File: config.mk
export PLATFORM = sky130hd
export DESIGN_NAME = serv_rf_responder
export DESIGN_NICKNAME = d
export VERILOG_FILES = /design/src/rtl/serv_rf_responder.sv
export SDC_FILE = /design/constraint.sdc
export NUM_CORES = 2
export LEC_CHECK = 0
export BUFFER_PORTS_ARGS = -buffer_cell sky130_fd_sc_hd__buf_2
export CORE_UTILIZATION = 59
export CTS_CLUSTER_DIAMETER = 200
export DETAILED_ROUTE_END_ITERATION = 8
export PLACE_DENSITY = 0.76
export SLEW_MARGIN = 10
export SYNTH_ARGS = -nofsm -noshare
export SYNTH_HDL_FRONTEND = slang
export SYNTH_HIERARCHICAL = 1
export SYNTH_SLANG_ARGS = --single-unit
File: constraint.sdc
create_clock -name clk -period 5.4 [get_ports clk]
set_clock_uncertainty 0.1 [all_clocks]
set_input_delay 0.27 -clock clk [delete_from_list [all_inputs] [get_ports clk]]
set_output_delay 0.27 -clock clk [all_outputs]
set_load 0.005 [all_outputs]
File: src/rtl/serv_rf_responder.sv
// Serial register file responder: two read ports stream 32-bit words LSB first,
// two write ports capture words bit by bit and commit them to the array when complete.

module serv_rf_wlane #(
   parameter int AW = 6
) (
   input  logic          clk,
   input  logic          rst_n,
   input  logic          start,
   input  logic          cap,
   input  logic          wen,
   input  logic          wdata,
   input  logic [AW-1:0] addr_in,
   output logic [AW-1:0] addr,
   output logic [31:0]   word,
   output logic          commit,
   output logic          done
);
   logic [31:0] stage;
   logic [4:0]  cnt;
   logic        take;

   assign take   = cap & ~done & wen;
   assign commit = take & (cnt == 5'd31);

   // The committed word carries the bit arriving on the commit edge itself.
   always_comb begin
      word     = stage;
      word[31] = wdata;
   end

   always_ff @(posedge clk or negedge rst_n) begin
      if (!rst_n) begin
         stage <= '0;
         cnt   <= '0;
         done  <= 1'b0;
         addr  <= '0;
      end else if (start) begin
         stage <= '0;
         cnt   <= '0;
         done  <= 1'b0;
         addr  <= addr_in;
      end else if (take) begin
         stage[cnt] <= wdata;
         cnt        <= cnt + 5'd1;
         if (cnt == 5'd31)
            done <= 1'b1;
      end
   end
endmodule

module serv_rf_responder #(
   parameter int AW       = 6,
   parameter int ZERO_REG = 1
) (
   input  logic          clk,
   input  logic          i_rst_n,
   input  logic          i_rf_rreq,
   input  logic          i_rf_wreq,
   input  logic [AW-1:0] i_rreg0,
   input  logic [AW-1:0] i_rreg1,
   input  logic [AW-1:0] i_wreg0,
   input  logic [AW-1:0] i_wreg1,
   input  logic          i_wen0,
   input  logic          i_wen1,
   input  logic          i_wdata0,
   input  logic          i_wdata1,
   output logic          o_rf_ready,
   output logic          o_rdata0,
   output logic          o_rdata1
);
   localparam int DEPTH = 1 << AW;
   localparam int NP    = 2;

   typedef enum logic [1:0] {R_IDLE, R_ACK, R_STREAM}  rstate_t;
   typedef enum logic [1:0] {W_IDLE, W_ACK, W_CAPTURE} wstate_t;

   rstate_t rstate;
   wstate_t wstate;

   logic [31:0] mem [DEPTH];

   logic [NP-1:0][AW-1:0] wreg_in, waddr;
   logic [NP-1:0]         wen, wdata, commit, done, we;
   logic [NP-1:0][31:0]   cword, rword, rsh;
   logic [4:0]            rcnt;
   logic                  cap;

   assign wreg_in = {i_wreg1, i_wreg0};
   assign wen     = {i_wen1, i_wen0};
   assign wdata   = {i_wdata1, i_wdata0};

   // A new write request pre-empts any capture still in flight.
   assign cap = (wstate == W_CAPTURE) & ~i_rf_wreq;

   generate
      for (genvar p = 0; p < NP; p++) begin : g_lane
         serv_rf_wlane #(.AW(AW)) u_lane (
            .clk     (clk),
            .rst_n   (i_rst_n),
            .start   (i_rf_wreq),
            .cap     (cap),
            .wen     (wen[p]),
            .wdata   (wdata[p]),
            .addr_in (wreg_in[p]),
            .addr    (waddr[p]),
            .word    (cword[p]),
            .commit  (commit[p]),
            .done    (done[p])
         );
         assign we[p] = commit[p] & ~((ZERO_REG != 0) && (waddr[p] == '0));
      end
   endgenerate

   // Write-first read: a commit landing on the load edge is forwarded, port 1 last so it wins.
   function automatic logic [31:0] rd_word(input logic [AW-1:0] a);
      logic [31:0] w;
      w = mem[a];
      if (we[0] && (waddr[0] == a)) w = cword[0];
      if (we[1] && (waddr[1] == a)) w = cword[1];
      if ((ZERO_REG != 0) && (a == '0)) w = '0;
      return w;
   endfunction

   assign rword[0] = rd_word(i_rreg0);
   assign rword[1] = rd_word(i_rreg1);

   always_ff @(posedge clk) begin
      if (we[0]) mem[waddr[0]] <= cword[0];
      if (we[1]) mem[waddr[1]] <= cword[1];
   end

   // Every request lands in an ACK state next cycle, so the ack is the registered OR.
   always_ff @(posedge clk or negedge i_rst_n) begin
      if (!i_rst_n)
         o_rf_ready <= 1'b0;
      else
         o_rf_ready <= i_rf_rreq | i_rf_wreq;
   end

   always_ff @(posedge clk or negedge i_rst_n) begin
      if (!i_rst_n) begin
         rstate   <= R_IDLE;
         rsh      <= '0;
         rcnt     <= '0;
         o_rdata0 <= 1'b0;
         o_rdata1 <= 1'b0;
      end else if (i_rf_rreq) begin
         rstate   <= R_ACK;
         rsh      <= rword;
         rcnt     <= '0;
         o_rdata0 <= 1'b0;
         o_rdata1 <= 1'b0;
      end else begin
         case (rstate)
            R_ACK: begin
               rstate   <= R_STREAM;
               rcnt     <= '0;
               o_rdata0 <= rsh[0][0];
               o_rdata1 <= rsh[1][0];
               rsh[0]   <= rsh[0] >> 1;
               rsh[1]   <= rsh[1] >> 1;
            end
            R_STREAM: begin
               if (rcnt == 5'd31) begin
                  rstate   <= R_IDLE;
                  o_rdata0 <= 1'b0;
                  o_rdata1 <= 1'b0;
               end else begin
                  rcnt     <= rcnt + 5'd1;
                  o_rdata0 <= rsh[0][0];
                  o_rdata1 <= rsh[1][0];
                  rsh[0]   <= rsh[0] >> 1;
                  rsh[1]   <= rsh[1] >> 1;
               end
            end
            default: begin
               rstate   <= R_IDLE;
               o_rdata0 <= 1'b0;
               o_rdata1 <= 1'b0;
            end
         endcase
      end
   end

   always_ff @(posedge clk or negedge i_rst_n) begin
      if (!i_rst_n)
         wstate <= W_IDLE;
      else if (i_rf_wreq)
         wstate <= W_ACK;
      else begin
         case (wstate)
            W_ACK:     wstate <= W_CAPTURE;
            W_CAPTURE: if (&(done | commit)) wstate <= W_IDLE;
            default:   wstate <= W_IDLE;
         endcase
      end
   end
endmodule

== Word level (Yosys, flattened, before mapping) ==
Memory sizes are Yosys's and may differ from the RTL's.
Cells that the tools add are included.

* Bits in registers: 164
* Bits in latches: 0
* Memory bits (writable): 2048
* Bits in read-only memories: 0
* Bits of input ports: 32
* Output and inout port bits: 3
* Word-level logic and storage cells: 121
* Memories kept: 1

* Add/sub/neg operators: 3
* $mul: 0
* Div/mod/pow operators: 0
* $lt $le $gt $ge: 4
* Equal/unequal tests: 14
* Shift operators: 0
* Mux-type cells: 48
* Bitwise operators: 16
* Reductions and logical operators: 19

{| class="wikitable"
|+ Memories
! memory !! words !! width !! read ports !! clocked after Yosys merged registers in !! wr ports !! line !! source
|-
| mem || 64 || 32 || 2 || 0 || 2 || 81 || <nowiki>logic [31:0] mem [DEPTH];</nowiki>
|}

{| class="wikitable"
|+ Operators by type and width
! kind !! count
|-
| 2-to-1 mux 32 bit || 10
|-
| 2-to-1 mux 64 bit || 2
|-
| case mux 64 bit (2 select lines) || 1
|-
| bitwise mux 32 bit || 2
|-
| 2-to-1 mux 5 bit || 6
|-
| equality test 6 bit || 4
|-
| logical NOT 6 bit || 4
|-
| 2-to-1 mux 1 bit || 16
|-
| adder 5 x 1 -> 5 bit (second input constant) || 3
|-
| equality test 5 bit (second input constant) || 3
|-
| less-than comparator 5 x 6 -> 1 bit (second input constant) || 2
|-
| demux 1 bit (select 5 bit) || 2
|-
| >= comparator 5 x 1 -> 1 bit (second input constant) || 2
|-
| case mux 5 bit (2 select lines) || 1
|-
| AND 1 bit || 9
|-
| 2-to-1 mux 2 bit || 4
|-
| case mux 2 bit (2 select lines) || 2
|-
| AND reduction 2 bit || 4
|-
| nonzero test 2 bit || 4
|-
| logical AND 1 bit || 6
|-
| != test 3 bit (second input constant) || 2
|-
| inverter 1 bit || 5
|-
| equality test 2 x 1 -> 1 bit (second input constant) || 2
|-
| equality test 2 bit (second input constant) || 2
|-
| 5 further kinds || 6
|}

== Longest topological paths before layout ==
* Depth in word-level cells: 11
* Depth in mapped cells: 13
* Depth with buffers taken out: 10

== By module ==
Netlist, hierarchy kept.

{| class="wikitable"
|+ Modules (own cells, without submodules)
! module !! instances !! cells each !! area each (sq um) !! sequential area each (sq um)
|-
| serv_rf_responder || 1 || 8062 || 125059.9 || 63400.8
|-
| serv_rf_wlane || 2 || 195 || 2192.1 || 1076.0
|}

== Worst setup path after synthesis ==
OpenSTA, ideal clock, no wires.

* Kind: register -> register
* From: register wstate[0]
* To: memory mem[19][0], enable pin
* Library setup time: 0.466 ns
* Arrival: 4.691 ns
* Data required time: 4.834 ns
* Slack: 0.143 ns
* Cell stages (with the launch flop): 7
* Buffers on the path: 0
* Clock period less this slack: 5.257 ns
* Cells stage by stage: dfrtp_1 > nor3b_1 > nand3b_4 > nor2_1 > nor2b_1 > nand3_1 > o21ai_0

{| class="wikitable"
|+ RTL lines
! what !! line !! source
|-
| from (decl) || 79 || <nowiki>wstate_t wstate;</nowiki>
|-
| from (signal assigned) || 188 || <nowiki>wstate <= W_IDLE;</nowiki>
|-
| from (signal assigned) || 190 || <nowiki>wstate <= W_ACK;</nowiki>
|-
| from (signal assigned) || 193 || <nowiki>W_ACK: wstate <= W_CAPTURE;</nowiki>
|-
| to (decl) || 81 ||
|}

==> flow_metrics.tcl <==
set metrics [dict create \
    clock_latency_ns 0.94 \
    finalCritPeriodShare_pct 84.5 \
    gp_congestion 1.06 \
    final_util_pct 64.7 \
    grt_max_degree 122 \
    start_kind "flip-flop" \
    path_class "reg2reg" \
    drive_gt1_share_pct 48.3 \
    yosys.area.top_type_share_pct 47.5 \
    grt_pass1_vias 88800 \
    synth_common_cells "edfxtp_1 (2048), mux2_2 (2000), mux4_2 (925)" \
    tritoncts "done" \
    min_period_ns 4.56 \
    coreArea_sq_um 218000 \
    hp-class "in2reg" \
    design_power_total_mw 37.6 \
    synth.area.top_cells "edfxtp_1 (48%), mux2_2 (17%), mux4_2 (16%)" \
    cellLeakagePower_nw 47.5 \
    synth_cell_types 92 \
    dpl_cell_area_sq_um 133000 \
    dr.first_iter.drc_count 17100 \
    status "completed" \
    rsz0062_at_grt "no" \
    synthAdderAreaFrac_pct 0.135 \
    die_area_sq_um 221000 \
    dpl.hpwl_mm 306 \
    syn2layout_area_growth_pct 8.73 \
    numClockSinks 2210 \
    h-tree-depth 4 \
    fin_ws_ns 0.837 \
    postRouteAntennaNets 0 \
    dr_total_vias 90900 \
    pre_cts_slack_ns 1.07 \
    hold_violations 0 \
    post-cts-setup-buffers 0 \
    numCtsBuffers 230 \
    fmax_mhz 219 \
    grt_pass1_wl_mm 697 \
    synth_top_family_by_area "multiplexers" \
    ios 35 \
    fillers 15100 \
    wl_per_cell_um 45.6 \
    syn_area_sq_um 129000 \
    port-buffer-count 34 \
    synth_mux_area_share_pct 36.5 \
    yosysWarnings 6 \
    first_pass_iters 9 \
    required_ns 5.84 \
    nNetsFinal 8090 \
    grt.total_usage_pct 45.5 \
    power_density_nw_per_um2 267 \
    wirelength_mm 507 \
    holdWs_ns 0.0294 \
    yosys_register_bits 2210 \
    rows 171 \
    ff_latch_area_sq_um 65600 \
    clkTransAtPathRegs_ns 0.06 \
    synthArstFlopShare_pct 7.33 \
    multi_input_area_sq_um 59700 \
    synth_top_flop_cell "edfxtp_1" \
    synthXorXnorAreaFrac_pct 0.196 \
    drc 0 \
    worstMarginPinSlew_ns 1.44 \
    ff2ff_setup_slack_ns 0.84 \
    arrival_ns 5.00 \
    fin_cells 11100 \
    crit_path_max_fanout 22 \
    max-cap-violations 0 \
    yosysMostFrequentCell "edfxtp_1" \
    grt_overflow 0 \
    syn_avg_cell_area_sq_um 15.3 \
    finish.instance_area_sq_um 141000 \
    drv_slew 0 \
    tns_ns 0 \
    antenna_found_initial 30 \
    synth_compound_area_share_pct 5.32 \
    ir_worst_vdd_mv 0.381 \
    final-setup-viol-count 0 \
    synthCells 8452 \
    cp-end-kind "flip-flop" \
    via_per_inst 8.17 \
    ys_seq_area_share_pct 50.6 \
    start_util_pct 59.5 \
    yosys.area.top_type "edfxtp_1" \
    yosys.area_share.simple_pct 2.92 \
    root_buffer "clkbuf_16" \
    die_w_um 470 \
    synth-edff-count 2048 \
    cts_buffer_depth 3 \
    die_y_um 470 \
    relSlewSlack_pct 3.77 \
    dp_cells 10600 \
]
[power by group]
group          total, mW  leakage (nW)  internal (mW)  switching [mW]
Clock               16.3          3.69           9.10            7.19
Sequential          18.7          19.0           18.5           0.153
Combinational       2.60          24.8          0.829            1.77
Total               37.6          47.5           28.5            9.11
[path summary, 6_finish.rpt]
| check | to | depth (start not counted) | start |
|---|---|---|---|
| worst max-delay path | mem[58][5] | 9 | g_lane[0].u_lane/cnt[2] |
| worst min-delay path | g_lane[1].u_lane/addr[2] | 3 | i_wreg1[2] |
| worst max register to register | mem[58][5] | 9 | g_lane[0].u_lane/cnt[2] |
| worst min register to register | rsh[3] | 2 | rsh[3] |
| max in group asynchronous | rsh[29] | 4 | i_rst_n |
| min in group asynchronous | g_lane[1].u_lane/addr[1] | 4 | i_rst_n |
[cell usage in the layout (no fill, tap or decap), types with 47 or more instances in the layout]
cell type and instances:
dfrtp_2 60, clkbuf_16 232, o22ai_1 115, edfxtp_1 2048, nand3_1 49, mux4_2 925
a21oi_1 132, buf_4 383, nand2_1 217, o21ai_0 118, nor2_1 101, clkbuf_1 47
nand2b_1 81, a22oi_1 190, a22o_1 70, mux2i_1 346, a221oi_1 82, o221ai_1 74
mux2_2 2000, dfrtp_1 101
[state kept, by name, summed over array words and instances (netlist names)]
name and count:
mem 2048, o_rdata1 1, rcnt 5, o_rf_ready 1, wstate 2, g_lane.u_lane/cnt 10
o_rdata0 1, g_lane.u_lane/done 2, rstate 2, g_lane.u_lane/stage 62, rsh 64, g_lane.u_lane/addr 12
[timing repair]
action / CTS / global route
endpoints found under the setup margin: 0 / 0
hold endpoints to repair: 219 / 0
hold buffers: 27 / 0
resized for setup: 0 / 0
[per-layer routing]
metal  GRT usage (%)  vias up  share of wire [%]
li1                -    33400                  -
met4            35.7       26                9.8
met5           0.757        -              0.063
met3            19.0     2306                 17
met1            57.7    45900                 32
met2            61.3     9247                 40
[kinds of logic (layout without fill, tap and decap cells)]
| logic type | count (synthesis) | count (layout) |
|---|---|---|
| and+or+nand+nor | 740 | 740 |
| muxes | 3296 | 3296 |
| adders and majority gates | 14 | 14 |
| AOI/OAI and AO/OA | 987 | 987 |
| xor gates and xnor gates | 29 | 29 |
| DFF | 2210 | 2210 |
| buffers and inverters | 1175 | 930 |
| other | 1 | 58 |
[critical path, cell delays in order, from the launching register on]
cell and delay, ns:
dfrtp_1 0.58, and3_1 0.24, ha_1 0.20, inv_1 0.05
nor2_1 0.12, buf_4 0.20, nor2b_1 0.31, nand2_1 0.80
o21ai_4 0.87, buf_4 0.63
[final cells by class]
type                            count  share of cell area (%)
Tap cell                         2854                    2.54
Timing Repair Buffer              485                    3.00
Sequential cell                  2210                    46.6
Clock inverter                    130                   0.916
Inverter                           19                  0.0533
Clock buffer                      296                    4.42
Antenna cell                       26                  0.0462
Multi-Input combinational cell   5098                    42.4
No activity file was read; power rests on OpenSTA's default activity.
